**src/rtl/pc_fetch_unit_if.sv**
```systemverilog
// Instruction-memory request/acknowledge bus between the fetch unit and imem.
//   imem_req   : fetch unit -> memory, request outstanding
//   imem_addr  : fetch unit -> memory, word address of the request
//   imem_ack   : memory -> fetch unit, imem_rdata valid this cycle
//   imem_rdata : memory -> fetch unit, instruction word
interface pc_fetch_unit_if;
    logic        imem_req;
    logic [29:0] imem_addr;
    logic        imem_ack;
    logic [31:0] imem_rdata;

    modport master (
        output imem_req,
        output imem_addr,
        input  imem_ack,
        input  imem_rdata
    );

    modport slave (
        input  imem_req,
        input  imem_addr,
        output imem_ack,
        output imem_rdata
    );
endinterface

```
**src/rtl/pc_fetch_unit.sv**
```systemverilog
// PC register and instruction fetch for the multi-cycle MIPS core.
// Holds the architectural PC (word address), issues one imem fetch per accepted
// fetch_go, latches the returned word into IR and loads npc into PC on pc_wr.
//   clk, rst    : clock, synchronous active-high reset
//   fetch_go    : start a fetch of the word at pc
//   fetch_kill  : abort an in-flight fetch (blocks fetch_go while idle)
//   pc_wr, npc  : load npc into pc at this edge
//   pc          : current PC[31:2]
//   imem        : req/addr/ack/rdata bus to instruction memory
//   ir, ir_valid: instruction register, one-cycle pulse after IR update
//   fetch_busy  : request outstanding
//   fetch_err   : sticky timeout flag, cleared by rst or the next accepted fetch
module pc_fetch_unit #(
    parameter logic [31:0] RESET_PC = 32'h0000_3000,
    parameter int unsigned TIMEOUT  = 16,
    parameter int unsigned CNT_W    = 16
) (
    input  logic                   clk,
    input  logic                   rst,
    input  logic                   fetch_go,
    input  logic                   fetch_kill,
    input  logic                   pc_wr,
    input  logic [29:0]            npc,
    output logic [29:0]            pc,
    pc_fetch_unit_if.master        imem,
    output logic [31:0]            ir,
    output logic                   ir_valid,
    output logic                   fetch_busy,
    output logic                   fetch_err
);

    localparam logic [CNT_W-1:0] CntLast = CNT_W'(TIMEOUT - 1);

    typedef enum logic [0:0] {StIdle, StReq} state_e;

    state_e             state_q, state_d;
    logic [29:0]        pc_q, pc_d;
    logic [29:0]        addr_q, addr_d;
    logic               req_q, req_d;
    logic [CNT_W-1:0]   cnt_q, cnt_d;
    logic [31:0]        ir_q, ir_d;
    logic               irv_q, irv_d;
    logic               err_q, err_d;

    always_comb begin
        state_d = state_q;
        addr_d  = addr_q;
        req_d   = req_q;
        cnt_d   = cnt_q;
        ir_d    = ir_q;
        irv_d   = 1'b0;
        err_d   = err_q;
        // pc update is independent of the fetch; the fetch uses its own addr copy
        pc_d    = pc_wr ? npc : pc_q;

        unique case (state_q)
            StIdle: begin
                if (fetch_go && !fetch_kill) begin
                    addr_d  = pc_q;
                    req_d   = 1'b1;
                    cnt_d   = '0;
                    err_d   = 1'b0;
                    state_d = StReq;
                end
            end
            StReq: begin
                cnt_d = cnt_q + 1'b1;
                // Priority: kill, then ack, then timeout.
                if (fetch_kill) begin
                    req_d   = 1'b0;
                    state_d = StIdle;
                end else if (imem.imem_ack) begin
                    ir_d    = imem.imem_rdata;
                    irv_d   = 1'b1;
                    req_d   = 1'b0;
                    state_d = StIdle;
                end else if (cnt_q == CntLast) begin
                    req_d   = 1'b0;
                    err_d   = 1'b1;
                    state_d = StIdle;
                end
            end
            default: state_d = StIdle;
        endcase
    end

    always_ff @(posedge clk) begin
        if (rst) begin
            state_q <= StIdle;
            pc_q    <= RESET_PC[31:2];
            addr_q  <= '0;
            req_q   <= 1'b0;
            cnt_q   <= '0;
            ir_q    <= '0;
            irv_q   <= 1'b0;
            err_q   <= 1'b0;
        end else begin
            state_q <= state_d;
            pc_q    <= pc_d;
            addr_q  <= addr_d;
            req_q   <= req_d;
            cnt_q   <= cnt_d;
            ir_q    <= ir_d;
            irv_q   <= irv_d;
            err_q   <= err_d;
        end
    end

    assign pc             = pc_q;
    assign imem.imem_req  = req_q;
    assign imem.imem_addr = addr_q;
    assign ir             = ir_q;
    assign ir_valid       = irv_q;
    assign fetch_busy     = (state_q == StReq);
    assign fetch_err      = err_q;

endmodule

```
**src/flat_wrapper.sv**
```systemverilog
// flat-port wrapper written by rule: the top's interface ports become plain ports
module pc_fetch_unit_flat 
#(
    parameter logic [31:0] RESET_PC = 32'h0000_3000,
    parameter int unsigned TIMEOUT  = 16,
    parameter int unsigned CNT_W    = 16
)
  (clk, rst, fetch_go, fetch_kill, pc_wr, npc, pc, ir, ir_valid, fetch_busy, fetch_err, imem_imem_req, imem_imem_addr, imem_imem_ack, imem_imem_rdata);
  pc_fetch_unit_if imem_i ();
  input  logic clk;
  input  logic rst;
  input  logic fetch_go;
  input  logic fetch_kill;
  input  logic pc_wr;
  input  logic [29:0] npc;
  output logic [29:0] pc;
  output logic [31:0] ir;
  output logic ir_valid;
  output logic fetch_busy;
  output logic fetch_err;
  output wire logic [$bits(imem_i.imem_req)-1:0] imem_imem_req;
  output wire logic [$bits(imem_i.imem_addr)-1:0] imem_imem_addr;
  input wire logic [$bits(imem_i.imem_ack)-1:0] imem_imem_ack;
  input wire logic [$bits(imem_i.imem_rdata)-1:0] imem_imem_rdata;
  assign imem_imem_req = imem_i.imem_req;
  assign imem_imem_addr = imem_i.imem_addr;
  assign imem_i.imem_ack = imem_imem_ack;
  assign imem_i.imem_rdata = imem_imem_rdata;
  pc_fetch_unit #(.RESET_PC(RESET_PC), .TIMEOUT(TIMEOUT), .CNT_W(CNT_W)) u_core (.clk(clk), .rst(rst), .fetch_go(fetch_go), .fetch_kill(fetch_kill), .pc_wr(pc_wr), .npc(npc), .pc(pc), .imem(imem_i), .ir(ir), .ir_valid(ir_valid), .fetch_busy(fetch_busy), .fetch_err(fetch_err));
endmodule
```
**config.mk**
```make
export PLATFORM = sky130hd
export DESIGN_NAME = pc_fetch_unit_flat
export DESIGN_NICKNAME = d
export VERILOG_FILES = /design/src/rtl/pc_fetch_unit_if.sv /design/src/rtl/pc_fetch_unit.sv /design/src/flat_wrapper.sv
export SDC_FILE = /design/constraint.sdc
export NUM_CORES = 1
export LEC_CHECK = 0
export ABC_AREA = 1
export BUFFER_PORTS_ARGS = -buffer_cell sky130_fd_sc_hd__buf_2
export CAP_MARGIN = 30
export CORE_ASPECT_RATIO = 0.9
export CORE_UTILIZATION = 30
export DETAILED_ROUTE_END_ITERATION = 8
export PLACE_DENSITY = 0.58
export SYNTH_ARGS = -nofsm -noshare
export SYNTH_HDL_FRONTEND = slang
export SYNTH_SLANG_ARGS = --single-unit
```
**constraint.sdc**
```tcl
create_clock -name clk -period 3.03 [get_ports clk]
set_clock_uncertainty 0.15 [all_clocks]
set_input_delay 0.1515 -clock clk [delete_from_list [all_inputs] [get_ports clk]]
set_output_delay 0.1515 -clock clk [all_outputs]
set_load 0.01 [all_outputs]
```
Word level (Yosys, flattened, before mapping)
Cells that the tools add are included.
Widths: inputs -> output; s select.
{ "totals": {"ff_bits": 112, "latchBits": 0, "ram_bits": 0, "romBits": 0, "input_bits": 68, "out_inout_bits": 96, "word_cells": 42, "mem_count": 0} }
{ "op_classes": {"addsub": 1, "mul": 0, "n_div": 0, "n_lt_le_gt_ge": 0, "n_eq_ne": 6, "n_shift": 0, "mux": 18, "n_bitwise": 2, "reduce_logical": 7} }
{ "ops": {"columns": ["operator", "count"], "rows": [
  ["$pmux 16 s2", 1],
  ["$add 16x1->16 const B", 1],
  ["$eq 16x4->1 const B", 1],
  ["$mux 16", 1],
  ["$mux 1", 13],
  ["$ne 2x2->1 const B", 3],
  ["$pmux 1 s2", 3],
  ["$ne 4x4->1 const B", 1],
  ["$reduce_and 2->1", 2],
  ["$reduce_and 4->1", 1],
  ["$reduce_and 3->1", 1],
  ["$reduce_or 3->1", 1],
  ["$ne 2x1->1 const B", 1],
  ["$not 1->1", 2],
  ["$logic_and 1x1->1", 1],
  ["$logic_not 1->1", 1]
]} }

Logic depth before layout (Yosys ltp)
{ "depth": {"depth_word": 5, "depth_mapped": 8, "depth_no_buf": 8} }

Worst setup path before layout
OpenSTA, ideal clock, no wires.
{ "synth_timing": {"kind": "register -> register", "startpoint": "register u_core.cnt_q[0]", "endpoint": "register u_core.cnt_q[10]", "setup_ns": 0.116, "t_arrival_ns": 1.069, "required_time_ns": 2.764, "setup_slack_ns": 1.695, "stages_incl_launch_ff": 7, "path_buffers": 0, "synth_period_minus_slack_ns": 1.335, "cell_sequence": "dfxtp_1 > ha_1 > nand3_2 > nor2_4 > nand2_1 > o21ai_0 > nor2_1"} }
{ "synth_between": {"elab_chain_cells": 2} }
{ "synth_rtl": {"columns": ["element", "line", "source"], "rows": [
  ["start: declaration", "pc_fetch_unit.sv:40", "logic [CNT_W-1:0] cnt_q, cnt_d;"],
  ["start signal: assignment", "pc_fetch_unit.sv:102", "cnt_q <= cnt_d;"],
  ["$add 16x1->16", "pc_fetch_unit.sv:67", "cnt_d = cnt_q + 1'b1;"],
  ["$pmux 16 s2", "pc_fetch_unit.sv:56", "unique case (state_q)"]
]} }
Every way passes these cells.
A chain may end at the register's enable or synchronous reset.

Worst setup path after layout
{ "layout_timing": {"startpoint": "register u_core.state_q, in the netlist u_core.fetch_busy", "endpoint": "register u_core.ir_q[10], in the netlist u_core.ir[10]"} }
{ "layout_between": {"elab_chain_cells": 1} }
{ "layout_rtl": {"columns": ["element", "line", "source"], "rows": [
  ["start: declaration", "pc_fetch_unit.sv:36", "state_e state_q, state_d;"],
  ["start signal: assignment", "pc_fetch_unit.sv:89", "state_q <= StIdle;"],
  ["start signal: assignment", "pc_fetch_unit.sv:98", "state_q <= state_d;"],
  ["$reduce_and 3->1 (no line)", null, null],
  ["end signal: assignment", "pc_fetch_unit.sv:103", "ir_q <= ir_d;"],
  ["end: declaration", "pc_fetch_unit.sv:41", "logic [31:0] ir_q, ir_d;"]
]} }
Every way passes these cells.

==> flow_results.org <==
** CTS
- Resize count post-CTS :: 0
- Worst-path clk slew :: 0.07 ns
- Deepest clock path buffer count :: 2
- TritonCTS clock tree :: done
- TritonCTS Buffers :: 9
- Buffer cell driving the clock tree root :: sky130_fd_sc_hd__clkbuf_16
- Clock latency on the worst-skew pair :: 0.34 ns
- Clock tree synthesis found a total of 112 sinks.
- Number of H-tree branching levels :: 3

** Drt
- In the routed layout, each cell is associated on average with a via count of 4.53.
- The first TritonRoute pass finished after 6 iterations.
- The routed layout has 4,382 vias.
- Average routed wire per standard cell :: 12.7 um
- After detailed routing, the number of remaining DRC violations is 0.
- For this block, the initial DRC count from the detailed router was 185.
- Wire length reported by the detailed router :: 12,300 um
- The detail route stage leaves a number of antenna-violating nets equal to 0.

** Pwr
- Switching power :: 0.715 mW
- Internal power comes to 2.32 mW.
- For this design the static power due to leakage is 2.81 nW.
- Of the total power, the clock network draws 38.0%.
- Of the total power, the share spent switching nets is 23.5%.
- The worst-case IR drop observed on VDD is 0.367 mV.
- Part of the total power dissipated in sequential elements :: 51.4%
- Dividing total power by cell area gives a power density of 503 nW/um^2.
- Per report_power, the combinational group accounts for 10.6% of the total.

** STA
- The worst path in the final design needs a cycle of 2.17 ns, including I/O delays and setup.
- Worst max-slew margin expressed relative to the limit :: 35.5%
- Timing would allow up to 460 MHz.
- Final number of max-transition violations :: 0
- In the final timing run, aggregate negative setup slack is 0 ns.
- The final count of hold timing violations is 0.
- Final setup violation count :: 0
- At the pin with the least slew margin, the transition time is 0.966 ns.
- Setup repair after global routing left no endpoint under its margin.
- Final critical-path share of the clock period :: 71.7%

** Die
- Number of primary I/O pins :: 164
- The die covers 14,600 sq um.
- The floorplan has 40 rows.
- The region available for standard cell placement spans 13,600 sq um.
- For this configuration, the core starts out at a cell density of 31.2%.
- The die is 115 um tall.
- The floorplan step set the die width to 127 um.

** Global route
- Entering global routing, the biggest net connects 49 pins.
- The number of antenna violations at the first check in global routing is 0.
- First-pass GRT wire length :: 19,900 um
- Global routing usage on met2 :: 30.0%
- Global routing consumed, on the met1 layer, 19.5% of the routing resources.
- Summed over all layers, the global routing overflow is 0.
- In the global route stage, met3 resource usage came out at 5.30%.
- GRT busiest layer :: met2
- Via count of the first global-routing pass :: 4,189
- Overall Global Routing Usage :: 17.1%

** Synthesis
- Compound-gate portion of the synthesized area :: 13.2%
- The average instance in the mapped netlist occupies 7.49 sq um.
- Flip-flop and latch count after synthesis :: 112
- Post-Synthesis Cell Area :: 4240 sq um
- The cell count after synthesis came out at 566.
- After Yosys synthesis, full adders, half adders and majority gates account for 0.295% of the synthesized area.
- The number of nets handed over by synthesis was 635.
- By area, the combinational part of the netlist is dominated by simple AND/OR/NAND/NOR gates.
- During synthesis, Yosys emitted a total of 0 warnings.
- Post-synthesis cell type count :: 24
- Sequential area share after synthesis :: 52.9%
- After Yosys synthesis, and, or, nand and nor cells account for 27.3% of the synthesized area.
- Of the total synthesized cell area, the portion taken by XOR and XNOR cells is 0%.
- Multiplexer cells account for 0% of the synthesized area.

** Cells and area
- The final layout contains 843 nets.
- Compared with the post-synthesis result, the final layout area differs by 42.7%.
- Layout cell share with drive strength beyond 1 :: 25.1%
- Post-route standard cell area excluding fillers :: 6040 sq um
- Final cell utilization of the core :: 44.6%
- The library cells used most frequently in the layout, excluding fill and tap cells, are sky130_fd_sc_hd__buf_2 (163), sky130_fd_sc_hd__nor2_1 (148), sky130_fd_sc_hd__dfxtp_1 (112).
- After filler insertion, the fill cell instance count of the layout stands at 1,381.
- Number of inserted diodes :: 0
- Leading cell type in the layout, fill and taps excluded :: sky130_fd_sc_hd__buf_2

** Place
- At the end of routability-driven placement, the weighted congestion stood at 0.806.
- Cell area reported after detailed placement :: 5140 sq um
- Input and output buffers added on the ports amount to 163.
- Detail Placement HPWL :: 8340 um

** Worst setup path
- The most critical setup path has its startpoint at u_core.fetch_busy.
- Worst Path Required :: 3.11 ns
- Worst Setup Path Type :: flip-flop to flip-flop
- Along the worst path, the maximum fanout reaches 33.
- The worst setup path is captured at a flip-flop.
- The worst register-to-register path begins at u_core.fetch_busy.
- For the worst setup path, the data arrival time is 2.26 ns.
- Kind of launch point of the worst setup path :: flip-flop

** Outcome
- Status :: finished clean

** Worst hold path
- The tightest min-delay check is of the input port to flip-flop type.
- The startpoint identified for the worst hold timing path is fetch_go.

** Run
- The tool flagged a number of max-cap violations equal to 0.
sequential cells by signal, summed over array words and instances, names as in the netlist:
register and count:
u_core.fetch_err 1, u_core.imem.imem_addr 30, u_core.ir_valid 1, u_core.pc 30, u_core.fetch_busy 1, u_core.ir 32
u_core.imem.imem_req 1, u_core.cnt_q 16
layer usage:
layer	part of all wire [%]	up-vias
met1	42	2009
met4	2.3	0
met2	50	135
li1	-	2214
met3	5.4	24
met5	0	-
power groups by stage:
stage               clock (mW)  sequential (mW)  combinational, mW
floorplan                    0             1.61              0.116
global placement             0             1.59              0.260
detailed placement           0             1.59              0.262
CTS                       1.19             1.56              0.324
global route              1.25             1.57              0.356
finish                    1.15             1.56              0.324
cell usage after synthesis (all sizes together):
| cell type | n | area, sq um |
|---|---|---|
| nand3b | 1 | 7.51 |
| nand2 | 114 | 438 |
| clkbuf | 11 | 41.3 |
| a21oi | 41 | 205 |
| nor3b | 1 | 7.51 |
| nor2 | 154 | 613 |
| dfxtp | 112 | 2240 |
| buf | 21 | 133 |
| o21ai | 69 | 345 |
| nand3 | 10 | 60.1 |
| nand4 | 4 | 25.0 |
| ha | 1 | 12.5 |
| o211ai | 1 | 7.51 |
| inv | 25 | 93.8 |
| nor3 | 1 | 5.00 |
cell type report:
cell class              instances  area (sq um)  share of cell area [%]
flip-flops and latches        112          2240                    37.1
multi-input cells             397          1730                    28.6
repair buffers                229          1470                    24.3
clock buffers                  13           240                    3.97
well taps                     189           236                    3.91
inverters                      25          93.8                    1.55
clock inverters                 2          38.8                   0.642
per-stage QoR:
| stage | instances | setup WS [ns] | power, mW | hold slack [ns] |
|---|---|---|---|---|
| after floorplan | 566 | 1.70 | 1.73 | 0.128 |
| after global placement | 890 | 0.940 | 1.85 | 0.225 |
| after detailed placement | 890 | 0.825 | 1.86 | 0.229 |
| after CTS | 967 | 0.837 | 3.08 | 0.0104 |
| after global routing | 967 | 0.675 | 3.17 | 0.0624 |
| final | 967 | 0.857 | 3.04 | 0.0221 |
critical path: stages (launching register included):
cell and delay (ns):
sky130_fd_sc_hd__dfxtp_1 0.58, sky130_fd_sc_hd__nand2_2 0.11, sky130_fd_sc_hd__nor2_4 0.52, sky130_fd_sc_hd__inv_2 0.42
sky130_fd_sc_hd__nor2_1 0.21, sky130_fd_sc_hd__nor2_1 0.06
kinds of logic (layout without fill, tap and decap cells):
logic type	after synthesis	count (layout)
compound gates	111	111
fa+ha+maj	1	1
buf+inv	57	269
flops	112	112
simple gates	285	285
repair_timing:
item	4_1_cts	5_1_grt
setup endpoints to repair	0	0
hold endpoints to repair	62	0
setup buffers	0	0
hold buffers	62	0
final timing paths:
| kind | to | slack, ns | cells after the start |
|---|---|---|---|
| worst min register to register | u_core.fetch_err | 0.31 | 2 |
| worst max-delay path | u_core.ir[10] | 0.86 | 5 |
| worst min-delay path | u_core.cnt_q[1] | 0.02 | 4 |
| worst max register to register | u_core.ir[10] | 0.86 | 5 |
Power figures use the tool's default switching activity.
